$ cat config.mk
export PLATFORM = sky130hd
export DESIGN_NAME = csa64_flat
export DESIGN_NICKNAME = d
export VERILOG_FILES = /design/src/rtl/csa_pkg.sv /design/src/rtl/csa64_if.sv /design/src/rtl/csa_block.sv /design/src/rtl/csa64.sv /design/src/flat_wrapper.sv
export SDC_FILE = /design/constraint.sdc
export NUM_CORES = 1
export LEC_CHECK = 0
export ABC_AREA = 1
export CORE_MARGIN = 5
export CORE_UTILIZATION = 35
export DETAILED_ROUTE_END_ITERATION = 12
export PLACE_DENSITY = 0.8
export SLEW_MARGIN = 20
export SYNTH_ARGS = -nofsm -noshare
export SYNTH_HDL_FRONTEND = slang
export SYNTH_HIERARCHICAL = 1
export SYNTH_SLANG_ARGS = --single-unit
$ cat constraint.sdc
create_clock -name clk -period 1.66 [get_ports clk]
set_input_delay 0.166 -clock clk [delete_from_list [all_inputs] [get_ports clk]]
set_output_delay 0.166 -clock clk [all_outputs]
set_load 0.05 [all_outputs]
$ cat src/rtl/csa_pkg.sv
`default_nettype none
// ============================================================================
//  Module   : csa_pkg
//  Purpose  : Shared sizing constants for the csa64 carry-select adder.
//  Contents : CSA_WIDTH - operand/sum width
//             CSA_BLOCK - bits per carry-select block
//             CSA_NBLK  - number of carry-select blocks
//  Revision : 1.0 - initial release
// ============================================================================
package csa_pkg;
  localparam int CSA_WIDTH = 64;
  localparam int CSA_BLOCK = 8;
  localparam int CSA_NBLK  = CSA_WIDTH / CSA_BLOCK;
endpackage
`default_nettype wire

$ cat src/rtl/csa64_if.sv
`default_nettype none
// ============================================================================
//  Module   : csa64_if
//  Purpose  : Operand/result bundle for the csa64 adder.
//  Signals  : a, b  - addends (unsigned or two's-complement)
//             ci    - carry in
//             s     - registered sum
//             co    - registered carry out of the top bit
//  Modports : master - drives operands, observes result
//             slave  - adder side
//  Revision : 1.0 - initial release
// ============================================================================
interface csa64_if #(
  parameter int WIDTH = csa_pkg::CSA_WIDTH
);
  logic [WIDTH-1:0] a;
  logic [WIDTH-1:0] b;
  logic             ci;
  logic [WIDTH-1:0] s;
  logic             co;

  modport master (output a, output b, output ci, input s, input co);
  modport slave  (input a, input b, input ci, output s, output co);
endinterface
`default_nettype wire

$ cat src/rtl/csa_block.sv
`default_nettype none
// ============================================================================
//  Module   : csa_block
//  Purpose  : One BLOCK-bit slice of the carry-select adder. In select mode
//             two ripple adders precompute the sum for carry-in 0 and 1 and
//             cin only drives the output mux. In ripple mode (lowest block)
//             a single ripple adder consumes cin directly.
//  Ports    : x, y - operand slices
//             cin  - carry into the slice
//             sum  - slice sum
//             cout - carry out of the slice
//  Revision : 1.0 - initial release
// ============================================================================
module csa_block
  import csa_pkg::*;
#(
  parameter int BLOCK       = CSA_BLOCK,
  parameter bit RIPPLE_ONLY = 1'b0
) (
  input  logic [BLOCK-1:0] x,
  input  logic [BLOCK-1:0] y,
  input  logic             cin,
  output logic [BLOCK-1:0] sum,
  output logic             cout
);

  if (RIPPLE_ONLY) begin : g_ripple
    logic w_c;
    always_comb begin
      w_c = cin;
      sum = '0;
      for (int i = 0; i < BLOCK; i++) begin
        sum[i] = x[i] ^ y[i] ^ w_c;
        w_c    = (x[i] & y[i]) | (w_c & (x[i] ^ y[i]));
      end
      cout = w_c;
    end
  end else begin : g_select
    logic [BLOCK-1:0] w_s0;
    logic [BLOCK-1:0] w_s1;
    logic             w_c0;
    logic             w_c1;

    // Both candidates are independent of cin, so the inter-block carry
    // sees only the final mux.
    always_comb begin
      w_c0 = 1'b0;
      w_c1 = 1'b1;
      w_s0 = '0;
      w_s1 = '0;
      for (int i = 0; i < BLOCK; i++) begin
        w_s0[i] = x[i] ^ y[i] ^ w_c0;
        w_c0    = (x[i] & y[i]) | (w_c0 & (x[i] ^ y[i]));
        w_s1[i] = x[i] ^ y[i] ^ w_c1;
        w_c1    = (x[i] & y[i]) | (w_c1 & (x[i] ^ y[i]));
      end
    end

    assign sum  = cin ? w_s1 : w_s0;
    assign cout = cin ? w_c1 : w_c0;
  end

endmodule
`default_nettype wire

$ cat src/rtl/csa64.sv
`default_nettype none
// ============================================================================
//  Module   : csa64
//  Purpose  : 64-bit carry-select adder with a registered result stage.
//             {co, s} = a + b + ci, one cycle latency, one add per cycle.
//  Ports    : clk - rising-edge clock
//             rst - asynchronous active-high reset (clears s and co)
//             bus - csa64_if slave: a, b, ci in; s, co out
//  Revision : 1.0 - initial release
// ============================================================================
module csa64
  import csa_pkg::*;
#(
  parameter int WIDTH = CSA_WIDTH,
  parameter int BLOCK = CSA_BLOCK
) (
  input  logic         clk,
  input  logic         rst,
  csa64_if.slave       bus
);

  localparam int NBLK = WIDTH / BLOCK;

  logic [WIDTH-1:0] w_sum;
  logic [WIDTH-1:0] r_s;
  logic             r_co;

  // Each block keeps its own carry nets so the chain is a sequence of
  // distinct signals linked only through the block output muxes.
  for (genvar k = 0; k < NBLK; k++) begin : g_blk
    logic w_cin;
    logic w_cout;

    if (k == 0) begin : g_first
      assign w_cin = bus.ci;
    end else begin : g_next
      assign w_cin = g_blk[k-1].w_cout;
    end

    csa_block #(
      .BLOCK       (BLOCK),
      .RIPPLE_ONLY (k == 0)
    ) u_blk (
      .x    (bus.a[k*BLOCK +: BLOCK]),
      .y    (bus.b[k*BLOCK +: BLOCK]),
      .cin  (w_cin),
      .sum  (w_sum[k*BLOCK +: BLOCK]),
      .cout (w_cout)
    );
  end

  always_ff @(posedge clk or posedge rst) begin
    if (rst) begin
      r_s  <= '0;
      r_co <= 1'b0;
    end else begin
      r_s  <= w_sum;
      r_co <= g_blk[NBLK-1].w_cout;
    end
  end

  assign bus.s  = r_s;
  assign bus.co = r_co;

endmodule
`default_nettype wire

$ cat src/flat_wrapper.sv
// flat-port wrapper written by rule: the top's interface ports become plain ports
module csa64_flat import csa_pkg::*;
#(
  parameter int WIDTH = CSA_WIDTH,
  parameter int BLOCK = CSA_BLOCK
)
  (clk, rst, bus_a, bus_b, bus_ci, bus_s, bus_co);
  csa64_if #(.WIDTH(WIDTH)) bus_i ();
  input  logic clk;
  input  logic rst;
  input wire logic [$bits(bus_i.a)-1:0] bus_a;
  input wire logic [$bits(bus_i.b)-1:0] bus_b;
  input wire logic [$bits(bus_i.ci)-1:0] bus_ci;
  output wire logic [$bits(bus_i.s)-1:0] bus_s;
  output wire logic [$bits(bus_i.co)-1:0] bus_co;
  assign bus_i.a = bus_a;
  assign bus_i.b = bus_b;
  assign bus_i.ci = bus_ci;
  assign bus_s = bus_i.s;
  assign bus_co = bus_i.co;
  csa64 #(.WIDTH(WIDTH), .BLOCK(BLOCK)) u_core (.clk(clk), .rst(rst), .bus(bus_i));
endmodule
======== Word-level counts from Yosys, hierarchy flattened ========
Cells that the tools add are included.
storage, ports and cells
  flip-flop bits (word level) ............. 65
  input bits .............................. 131
  output and inout port bits .............. 65
  logic and storage cells ................. 476
cells by class
  multiplexer cells ....................... 14
  bitwise operators ....................... 460
operators by type and width
  operator           number
  1-bit bitwise AND  170
  1-bit bitwise XOR  170
  1-bit OR           113
  8-bit two-way mux  7
  1-bit two-way mux  7
  1-bit NOT          7

======== Longest topological paths before layout ========
Gate-level depths: netlist (run 1).
  depth after elaboration ................. 24
  gate-level depth with buffers ........... 110
  depth with buffers taken out ............ 110

======== By module ========
The synthesis (run 1) kept the hierarchy.
by module, submodules not included
  module                                 times used  cells an instance  area an instance (µm²)  sequential area each (µm²)
  csa_block (u_core.g_blk[1].u_blk ...)  7           30                 244.0                   0.0
  csa64                                  1           66                 1630.3                  1626.6
  csa_block (u_core.g_blk[0].u_blk)      1           18                 197.7                   0.0

======== Worst setup path before layout (run 1) ========
OpenSTA, ideal clock, no wires.
  path type ............................... input-to-reg
  from .................................... input port bus_b[0]
  to ...................................... register u_core.r_s[63] (netlist: u_core/bus.s[63])
  library setup time ...................... 64 ps
  data arrival time ....................... 20404 ps
  required time ........................... 1596 ps
  path slack .............................. -18808 ps
  stages on the path ...................... 103
  path buffers ............................ 0
  cell sequence ........................... fa_1 -> inv_1 -> fa_1 -> inv_1 -> fa_1 -> fa_1 -> fa_1 -> fa_1 -> fa_1 -> inv_1 -> fa_1 -> inv_1 -> nand2_1 -> nand2_1 -> fa_1 -> inv_1 -> fa_1 -> inv_1 -> [67 not listed] -> fa_1 -> fa_1 -> inv_1 -> fa_1 -> inv_1 -> nand2_1 -> nand2_1 -> fa_1 -> inv_1 -> fa_1 -> inv_1 -> fa_1 -> fa_1 -> fa_1 -> fa_1 -> inv_1 -> fa_1 -> inv_1
on the way
  word-level cells in the longest chain between the ends .. 24
  elaborated cells on any way between the ends .. 25
  those cells by class .................... 7 x mux; 18 x bitwise
RTL lines
  element                     line                source
  from (decl)                 flat_wrapper.sv:12  input wire logic [$bits(bus_i.b)-1:0] bus_b;
  1-bit bitwise XOR           csa_block.sv:34     w_c = (x[i] & y[i]) | (w_c & (x[i] ^ y[i]));
  1-bit bitwise AND           csa_block.sv:34
  1-bit OR *                  csa_block.sv:34
  1-bit bitwise AND *         csa_block.sv:34
  1-bit OR *                  csa_block.sv:34
  1-bit bitwise AND *         csa_block.sv:34
  1-bit OR *                  csa_block.sv:34
  1-bit bitwise AND *         csa_block.sv:34
  [9 not listed]              --
  net u_core.g_blk[0].w_cout  csa64.sv:32         logic w_cout;
  [1 not listed]              --
  net u_core.g_blk[1].w_cout  csa64.sv:32
  [1 not listed]              --
  net u_core.g_blk[2].w_cout  csa64.sv:32
  [1 not listed]              --
  net u_core.g_blk[3].w_cout  csa64.sv:32
  1-bit two-way mux *         csa_block.sv:60     assign cout = cin ? w_c1 : w_c0;
  net u_core.g_blk[4].w_cout  csa64.sv:32
  1-bit two-way mux *         csa_block.sv:60
  net u_core.g_blk[5].w_cout  csa64.sv:32
  1-bit two-way mux *         csa_block.sv:60
  net u_core.g_blk[6].w_cout  csa64.sv:32
  8-bit two-way mux *         csa_block.sv:59     assign sum = cin ? w_s1 : w_s0;
  net u_core.w_sum[63]        csa64.sv:24         logic [WIDTH-1:0] w_sum;
  to (signal assigned)        csa64.sv:57         r_s <= w_sum;
  to (decl)                   csa64.sv:25         logic [WIDTH-1:0] r_s;
Mark *: on every way through the listed nets, which the timed path passes. The rest lies on a longest branch.

======== Worst setup path in the final report (run 1) ========
  from .................................... input port bus_ci
  to ...................................... register u_core.r_s[63] (netlist: u_core/bus.s[63])
on the way
  word-level cells in the longest chain between the ends .. 23
RTL lines
  element                     line                source
  from (decl)                 flat_wrapper.sv:13  input wire logic [$bits(bus_i.ci)-1:0] bus_ci;
  1-bit bitwise AND           csa_block.sv:34
  1-bit OR                    csa_block.sv:34
  1-bit bitwise AND           csa_block.sv:34
  1-bit OR                    csa_block.sv:34
  1-bit bitwise AND           csa_block.sv:34
  1-bit OR                    csa_block.sv:34
  1-bit bitwise AND           csa_block.sv:34
  1-bit OR                    csa_block.sv:34
  [8 not listed]              --
  net u_core.g_blk[0].w_cout  csa64.sv:32
  [1 not listed]              --
  net u_core.g_blk[1].w_cout  csa64.sv:32
  [1 not listed]              --
  net u_core.g_blk[2].w_cout  csa64.sv:32
  [1 not listed]              --
  net u_core.g_blk[3].w_cout  csa64.sv:32
  1-bit two-way mux           csa_block.sv:60
  net u_core.g_blk[4].w_cout  csa64.sv:32
  1-bit two-way mux           csa_block.sv:60
  net u_core.g_blk[5].w_cout  csa64.sv:32
  1-bit two-way mux           csa_block.sv:60
  net u_core.g_blk[6].w_cout  csa64.sv:32
  8-bit two-way mux           csa_block.sv:59
  net u_core.w_sum[63]        csa64.sv:24
The timed path passes the listed nets, and every way through them passes these cells.

==> results.md, run 1 <==
Status:
- The flow ran to the end, but the final reports show violations.
- The checks that failed: negative setup slack.

STA:
- Setup violations remaining at the end of the flow were counted as 61.
- The part of the cycle the worst path needs is 12.00.
- The transition time of the tightest slew-check pin is 527.5 ps.
- Setup repair after global routing could not meet its margin everywhere.
- The total count of hold-check failures in the final report is 0.
- The number of max-slew violations in the final report came to 0.
- Headroom to the max-slew limit came out at 0.6478.
- The final critical delay including setup and external delays is 19920 ps.
- The least setup slack across all paths after layout is -18260 ps.
- Derived from the worst setup path, the maximum achievable clock frequency is 50.20 MHz.

Final layout:
- The area of the multi-input gates is 1677 um^2.
- With fillers left out, the area of the finished cells amounts to 6305 um^2.
- Of the cells placed in the final design, the portion with a size suffix greater than 1 is 0.3899.
- The area of all sequential standard cells is 1627 um^2.
- The count of antenna diodes in the layout is 0.
- The layout has 770 filler cells.
- Compared with the post-synthesis result, the final layout area differs by 78.31%.
- The finished layout holds 669 standard cells, fillers aside.
- In the final design database the tool counted 733 nets.

Yosys:
- Yosys mapped a number of flops with a built-in enable equal to 0.
- By count the netlist is led by inv_1, dfrtp_1, fa_1, nand2_1, ha_1.
- Of the total synthesized cell area, the portion taken by full adders, half adders and majority gates is 0.3723.
- The share of the synthesized area in the top cell type is 0.4600.
- The cell taking the most area after synthesis is dfrtp_1.
- The mean post-synth cell area is 12.03 um^2.
- The flip-flop and latch count after synthesis is 65.
- Of all flip-flops after synthesis, the portion carrying an async set or reset was 1.000.
- The area fraction in and, or, nand and nor cells after synthesis is 0.04459.
- The compound-gate portion of the synthesized area is 0.
- The post-synthesis instance area is 3536 um^2.
- The total number of yosys warnings is 6.
- After synthesis, the netlist uses 5 different library cells.
- The parity-gate share of the synthesized area counting xor and xnor cells is 0.
- The most instantiated library cell after synthesis is inv_1.
- After synthesis, the cell types taking the most area are dfrtp_1, fa_1, inv_1, ha_1, nand2_1.
- The commonest register cell after synthesis is dfrtp_1.
- The combinational family with the most area after synthesis is adder cells.
- The number of nets handed over by synthesis was 496.
- Of the synthesized area, sequential elements account for 0.4600.
- In the synthesized netlist, the number of instances is 294.
- The portion of synthesized area spent on multiplexers is 0.

GRT:
- The global routing usage on met1 is 0.1794.
- For this run, global-route usage on met3 was measured as 0.06674.
- The first-pass GRT wire length is 16330 um.
- The layer carrying the most global-route usage is met2.
- The total routing resource utilization after global routing is 0.1725.
- For this run the aggregate overflow at the end of global routing stands at 0.
- The maximum number of pins on one net before global-route repair is 28.
- In the global route stage, met2 resource usage came out at 0.3151.
- The initial antenna violation count is 0.
- The number of global-route vias before repair is 3272.

Critical path:
- The required arrival time at the worst endpoint is 1940 ps.
- The category of the critical setup timing path is in -> reg.
- Along the worst path, the maximum fanout reaches 2.
- The most frequent cell on the critical path is fa_2.
- The cell family with the largest share of critical-path delay is adder cells.
- The standard cell with the maximum stage delay on the critical path is fa_2.
- The nature of the critical path startpoint is a primary input.
- Counting both buffers and inverters, the worst setup path holds a total of 33.
- The endpoint type of the worst setup path is a register.
- The biggest cell delay along the critical path is 420 ps.
- The arrival time of the worst setup path is 20200 ps.

CTS:
- Counting the buffers created by CTS gives 9.
- CTS placed an instance of clkbuf_8 at the clock tree root.
- The clock tree from TritonCTS is built.
- The number of buffers on the longest clock path is 2.
- The number of H-tree levels is 3.
- The clock edge transition at the registers on the reported setup and hold paths is 70 ps.
- The CTS sink count is 65.

Route:
- The first detailed-routing pass ran for 4 iterations.
- The total via count after detailed routing is 2714.
- After the first detailed-routing iteration, the DRC count stood at 76.
- The number of nets with antenna violations after detailed routing is 0.
- The DRC violation count after routing is 0.
- Wires add up to 10230 um.
- In the routed layout, each cell is associated on average with a via count of 4.057.
- In the final routed layout, each cell accounts on average for 15.29 um.

Power:
- The share of total power dissipated in sequential elements is 0.325.
- The fraction of power spent switching nets is 0.4104.
- The share of total power dissipated in the clock network is 0.199.
- The internal power is 0.003594 W.
- The power consumption is 0.006096 W.
- The peak ir drop on the vdd network is 0.0003678 V.
- The logic gate share of total power is 0.476.
- For this design the ratio of total power to cell area is 966.9 nW/um^2.
- Summed over all nets, the switching power comes to 0.002502 W.
- The static leakage is 3.168 nW.

Run:
- Across the run, the number of max-cap violations was 0.

Worst hold path:
- The path class of the tightest hold or removal check is in -> reg.

Die:
- The floorplan step set the die height to 110.5 um.
- The initial standard-cell utilization of the core is 0.3601.
- The die covers 12210 um^2.
- The floorplan core area is 9819 um^2.
- From left edge to right edge, the die measures 110.5 um.
- The number of primary I/O pins is 196.
- The number of core rows is 36.

Place:
- The congestion estimate from routability-driven global placement came to 0.8917.
- Summing all placed instances gives a cell area of 5768 um^2.
- Detailed placement finished with a half-perimeter wire length of 8363 um.
- Including well taps, the total number of placed cells is 627.
- The count of buffers added on input and output ports is 195.
==> per-stage QoR <==
stage                       util  worst slack (ps)  TNS, ps  hold slack [ps]
after floorplan                -            -17680  -556780            303.7
after global placement    0.5874            -18660  -602900            562.9
after detailed placement  0.5874            -18960  -612960            572.3
after CTS                 0.6361            -18360  -574310            120.4
after global routing      0.6421            -18900  -594790            112.3
final                     0.6421            -18260  -573860            134.5
==> routing by layer <==
| metal | wire length (um) | vias up |
|---|---|---|
| met2 | 5497 | 135 |
| met4 | 131 | 0 |
| met1 | 3604 | 1316 |
| met5 | 0 | - |
| met3 | 996 | 10 |
| li1 | - | 1253 |
==> layout make-up <==
cell class              count  share of cell area
repair buffers            226              0.3501
multi-input cells         113              0.2659
flip-flops and latches     65              0.2580
inverters                 116             0.07204
well taps                 133             0.02639
clock buffers              13             0.02520
clock inverters             3            0.002381
==> state kept, by name, indices dropped and copies added, names as in the netlist <==
name / count
u_core/bus.s: 64
u_core/bus.co: 1
==> worst paths after layout <==
kind / startpoint / to / cells past startpoint
max in group asynchronous: rst / u_core/bus.s[3] / 3
min: bus_b[0] / u_core/bus.s[0] / 2
min in group asynchronous: rst / u_core/bus.s[19] / 2
max: bus_ci / u_core/bus.s[63] / 104
==> cells in the final DEF, fill, tap and decap left out <==
cell	instances
clkbuf_1	2
inv_1	68
inv_4	6
buf_4	48
clkinv_2	3
dlygate4sd2_1	13
clkinvlp_4	1
ha_1	14
fa_2	57
clkdlybuf4s50_1	128
nand2_2	24
buf_12	2
nand2_1	18
buf_6	15
inv_2	41
dfrtp_1	65
dlymetal6s2s_1	19
clkbuf_8	11
buf_2	1
==> cell families after synthesis <==
logic type,Yosys count
flops,65
fa+ha+maj,71
simple gates,42
buf+inv,116
==> what timing repair did <==
| item | CTS | global route |
|---|---|---|
| endpoints found under the hold margin | 0 | 0 |
| endpoints found under the setup margin | 75 | 80 |
| pin swaps | 36 | 23 |
| gates resized for setup | 80 | 43 |
| setup buffers | 31 | 1 |
| hold buffers | 0 | 0 |
==> power by group through the flow <==
| stage | Combinational (W) | Sequential (W) | Clock, W |
|---|---|---|---|
| floorplan | 0.000454 | 0.00316 | 0 |
| global placement | 0.00271 | 0.00201 | 0 |
| detailed placement | 0.00277 | 0.00202 | 0 |
| CTS | 0.00291 | 0.00199 | 0.00126 |
| global route | 0.00310 | 0.00200 | 0.00136 |
| finish | 0.00290 | 0.00198 | 0.00122 |
No activity file was read; power rests on OpenSTA's default activity.
==> inputs of run 2 (changes only) <==
--- a/config.mk
+++ b/config.mk
@@ -9,6 +9,7 @@
 export CORE_MARGIN = 5
 export CORE_UTILIZATION = 35
 export DETAILED_ROUTE_END_ITERATION = 12
+export GPL_ROUTABILITY_DRIVEN = 0
 export PLACE_DENSITY = 0.8
 export SLEW_MARGIN = 20
 export SYNTH_ARGS = -nofsm -noshare
==> results.md, run 2 (same netlist as run 1, synthesis figures left out) <==
Critical path:
- The maximum fanout along the worst path is 2 (unchanged).
- The arrival time of the worst setup path came to 20190 ps (was 20200 ps).
- The category of the critical setup timing path is in -> reg (unchanged).
- The nature of the critical path startpoint is a primary input (unchanged).
- The most frequent cell on the critical path is fa_2 (unchanged).
- The required arrival time at the worst endpoint came to 1940 ps (about the same).
- The biggest cell delay along the critical path is 430 ps (was 420 ps).
- The standard cell with the maximum stage delay on the critical path is fa_2 (unchanged).
- The endpoint type of the worst setup path is a register (unchanged).

Route:
- The total via count after detailed routing is 2687 (was 2714).
- The number of nets with antenna violations after detailed routing is 0 (unchanged).
- The initial DRC count was 45 (was 76).
- The average detailed-routed wire length per instance came to 14.91 um (was 15.29 um).
- The DRC violation count after routing is 0 (unchanged).
- The mean number of vias per cell came to 4.127 (was 4.057).
- The length of the first detailed-routing pass in iterations is 4 (unchanged).
- The total routed wirelength is 9704 um (was 10230 um).

STA:
- The part of the cycle the worst path needs came to 11.99 (was 12.00).
- The number of max-slew violations in the final report is 0 (unchanged).
- The achievable frequency came to 50.23 MHz (was 50.20 MHz).
- RSZ-0062 raised after global routing: yes (unchanged).
- The worst-case hold slack was 126.7 ps (was 134.5 ps).
- The final critical delay including setup and external delays is 19910 ps (was 19920 ps).
- The worst-case headroom to the max-slew limit is 0.6412 (was 0.6478).
- The least setup slack across all paths after layout is -18250 ps (was -18260 ps).
- The setup-violating endpoint count in the final report is 61 (unchanged).
- The transition time of the tightest slew-check pin was 537.4 ps (was 527.5 ps).
- The total count of hold-check failures in the final report is 0 (unchanged).

CTS:
- The clock edge transition at the registers on the reported setup and hold paths was 70 ps (about the same).
- The clock tree from TritonCTS is built (unchanged).
- The number of H-tree levels is 3 (unchanged).
- The buffer cell driving the clock tree root is clkbuf_8 (unchanged).
- The number of buffers created by CTS is 9 (unchanged).
- The CTS sink count came to 65 (unchanged).
- The number of buffers on the longest clock path was 2 (unchanged).

Power:
- The peak ir drop on the vdd network is 0.0003938 V (was 0.0003678 V).
- The power consumption came to 0.005940 W (was 0.006096 W).
- The areal power density over the cells is 974.8 nW/um^2 (was 966.9 nW/um^2).
- The static leakage was 3.062 nW (was 3.168 nW).

GRT:
- The maximum number of pins on one net before global-route repair is 66 (was 28).
- The total routing resource utilization after global routing came to 0.1651 (was 0.1725).
- The first-pass GRT wire length was 15700 um (was 16330 um).
- The number of global-route vias before repair is 3229 (was 3272).
- The initial antenna violation count came to 0 (unchanged).
- The overall overflow remaining after global route is 0 (unchanged).

Run:
- The max-capacitance violation count was 0 (unchanged).

Die:
- The vertical extent of the die is 110.5 um (unchanged).
- The die area was 12210 um^2 (unchanged).
- The number of primary I/O pins came to 196 (unchanged).
- The number of core rows is 36 (unchanged).
- The initial standard-cell utilization of the core is 0.3601 (unchanged).
- The floorplan core area came to 9819 um^2 (unchanged).
- The horizontal die dimension was 110.5 um (unchanged).

Final layout:
- The layout cell share with drive strength beyond 1 is 0.3610 (was 0.3899).
- The layout-stage area growth over the synthesis result came to 72.33% (was 78.31%).
- The count of antenna diodes in the layout came to 0 (unchanged).
- The number of nets in the final layout is 716 (was 733).
- The final instance count without filler cells is 651 (was 669).
- The most common library cell in the layout ignoring fill and taps is clkdlybuf4s50_1 (unchanged).
- The final standard cell area without fillers was 6093 um^2 (was 6305 um^2).
- Commonest cells after routing, fill and taps aside: clkdlybuf4s50_1, inv_1, dfrtp_1 (unchanged).
- The flip-flop count of the largest register after layout is 64 (unchanged).
- The fill cell instance count of the final layout was 803 (was 770).

Worst hold path:
- The classification of the worst-slack hold path is in -> reg (unchanged).

Status:
- Failing checks: negative setup slack (unchanged).
- Result of the run: finished, violations left (unchanged).

Place:
- The number of I/O port buffers came to 195 (unchanged).
- The total instance count after detailed placement came to 626 (was 627).
- The estimated wirelength of the detail-placed design came to 7906 um (was 8363 um).
- The pre-CTS setup slack came to -18950 ps (was -18960 ps).
- The area after detailed placement is 5748 um^2 (was 5768 um^2).
## run 2: cell count changes in the layout (fill, tap and decap cells not counted)
cell | previous run | this run
inv_4 | 6 | 2
inv_1 | 68 | 67
clkinvlp_4 | 1 | 2
buf_12 | 2 | 1
nand2_1 | 18 | 23
inv_2 | 41 | 46
dlygate4sd2_1 | 13 | 12
buf_6 | 15 | 4
buf_4 | 48 | 43
nand2_2 | 24 | 19
clkbuf_8 | 11 | 10
clkinv_2 | 3 | 2
dlymetal6s2s_1 | 19 | 20
## run 2: critical path, delay by kind of cell
kind	cells	cell delay, ps
and+or+nand+nor	14	740
buffers and inverters	33	1790
adders and majority gates	57	17490
## run 2: worst paths after layout
kind / from / endpoint / slack (ps) / cells after the start
hold / removal: bus_b[0] / u_core/bus.s[0] / 130 / 2
max in group asynchronous: rst / u_core/bus.s[7] / 1100 / 3
setup / recovery: bus_a[0] / u_core/bus.s[63] / -18250 / 104
min in group asynchronous: rst / u_core/bus.s[31] / 280 / 3
## run 2: power by group
group | total [W] | switching [W] | internal [W]
clock network | 0.00116 | 0.000591 | 0.000570
logic | 0.00280 | 0.00179 | 0.00101
registers | 0.00198 | 0.0000821 | 0.00189
## run 2: layout make-up
class                   count  area (um^2)  area share
clock buffers              12        145.1     0.02382
clock inverters             3        17.52    0.002875
inverters                 116        444.2     0.07290
multi-input cells         113         1664      0.2731
flip-flops and latches     65         1627      0.2669
well taps                 133        166.4     0.02731
repair buffers            209         2029      0.3331
## run 2: per-stage QoR
step	setup TNS [ps]	utilization
floorplan	-556780	-
global placement	-601190	0.5854
detailed placement	-613910	0.5854
CTS	-578560	0.6103
global route	-597600	0.6205
finish	-573800	0.6205
## run 2: metal layers
layer	vias up	GRT usage	wire, um
li1	1216	-	-
met1	1299	0.1663	3180
met2	148	0.2872	5117
met3	24	0.08425	1099
met4	0	0.06814	306
met5	-	0	0
## run 2: repair_timing
action | in CTS | in global routing
hold buffers | 0 | 0
setup endpoints to repair | 74 | 81
endpoints found under the hold margin | 0 | 0
resized for setup | 59 | 45
setup buffers | 10 | 2
pin swaps | 37 | 25
==> RTL change, RTL diff (flow settings as in run 1) <==
Make the reset (`rst`) synchronous in one clocked block. Comments in the files are not updated.
--- a/src/rtl/csa64.sv
+++ b/src/rtl/csa64.sv
@@ -49,7 +49,7 @@
     );
   end
 
-  always_ff @(posedge clk or posedge rst) begin
+  always_ff @(posedge clk) begin
     if (rst) begin
       r_s  <= '0;
       r_co <= 1'b0;
Function: differs if rst is asserted again (counterexample within 4 cycles, from zero or initial values and one cycle with rst high); with rst held inactive, the same outputs for 10 cycles.
==> RTL change against run 1 <==
  * The flow still finishes with violations (setup timing)
  * Worst setup slack improved by 69 ps
  * Global-route usage rose by 0.24 points
  * Wire length rose by 6.8%
  * Power fell by 3.2%
  * Synthesized area rose by 6.5%
  * Clock power rose by 20%
  * Final area rose by 5.5%
  * First-iteration DRC count rose by 37%
  * Sequential cell count did not move
  * Sequential share of layout area fell by 6.2 points
  * Largest power group unchanged
==> RTL change: results (changes against run 1) <==
metric;value;unit;change
run_status;complete, but fails checks;;
violated_checks;setup timing;;
critical-path-max-stage-delay;440;ps;+20 ps
largest_reg_flops;64;;unchanged
post_synth_inst_count;430;;+46%
post_synth_most_frequent_cells;inv_1 (180), dfxtp_1 (65), nor2_1 (65);;
cp_data_arrival_time;20130;ps;-70 ps
postRouteWirelength;10900;um;+6.8%
swShare;0.370;;-0.0409
routed_length_on_met2;6250;um;+14%
final_cells;812;;+21%
dp.cells;763;;+22%
finalWeightedCongestion;0.840;;-5.8%
first_global_vias;3726;;+14%
ys_async_sr_fraction;0;;-1.00
first_pass_grt_wire_length;17700;um;+8.1%
peakVddDrop;537;uV;+46%
leakagePower;3.57;nW;+13%
dr_wl_met3;670;um;-33%
maxSlewHeadroom;0.643;;-0.00482
global_route_usage_sum;0.175;;+0.00239
synth.lib_cells_used.distinct;8;;+3
timing.final.setup_violations;61;;unchanged
layout_setup_ws;-18190;ps;+68.8 ps
detail_route.vias_per_cell;3.99;;-1.8%
synthesis.nets;632;;+27%
met1_wl;3630;um;+0.67%
hpwl;8540;um;+2.1%
portBuffers;195;;unchanged
synthTopCellsByArea;dfxtp_1 (35%), fa_1 (30%), inv_1 (18%);;
initial_drc_count;104;;+37%
path_max_fanout;3;;+1
pin_count_of_the_biggest_net_entering_global_routing;66;;+140%
ys.flop_type;dfxtp_1;;
RTL change: path summary, 6_finish.rpt:
path | from | to | slack (ps) | cells after the start
setup / recovery | bus_a[0] | u_core/bus.s[63] | -18190 | 106
hold / removal | bus_b[0] | u_core/bus.s[0] | 250 | 4
RTL change: per-layer routing:
layer	up-vias	global-route usage
met5	-	0
met1	1502	0.175
met4	0	0.0841
met3	26	0.0361
met2	109	0.340
li1	1599	-
RTL change: kinds of logic (layout without fill, tap and decap cells):
| family | count (synthesis) | in the layout | synth area share |
|---|---|---|---|
| simple gates | 107 | 107 | 0.107 |
| buf+inv | 187 | 433 | 0.199 |
| fa+ha+maj | 71 | 71 | 0.349 |
| flops | 65 | 65 | 0.345 |
RTL change: area by class of cell:
class	instances	share of cell area
clock buffers	10	0.0192
clock inverters	6	0.0124
inverters	180	0.103
multi-input cells	178	0.292
flip-flops and latches	65	0.196
well taps	136	0.0256
repair buffers	237	0.352
RTL change: per-stage QoR:
step	TNS [ps]	instance area, um2	setup WS, ps	util
5_1_grt	-592870	6650	-18870	0.639
6_report	-571410	6650	-18190	0.639
3_5_place_dp	-619320	5960	-19060	0.572
2_1_floorplan	-561940	3890	-17770	-
3_3_place_gp	-609850	5960	-18750	0.572
4_1_cts	-571050	6610	-18210	0.634
RTL change: power by group through the flow:
stage / sequential [mW] / combinational, mW / clock (mW)
6_report: 1.82 / 2.62 / 1.46
5_1_grt: 1.84 / 2.83 / 1.56
4_1_cts: 1.82 / 2.57 / 1.50
3_5_place_dp: 1.86 / 2.33 / 0
3_3_place_gp: 1.85 / 2.25 / 0
2_1_floorplan: 2.58 / 0.650 / 0
RTL change: what timing repair did:
action	in CTS	in global routing
resized for setup	85	83
pin swaps	18	31
setup buffers	45	6
hold buffers	0	0
endpoints found under the setup margin	67	81
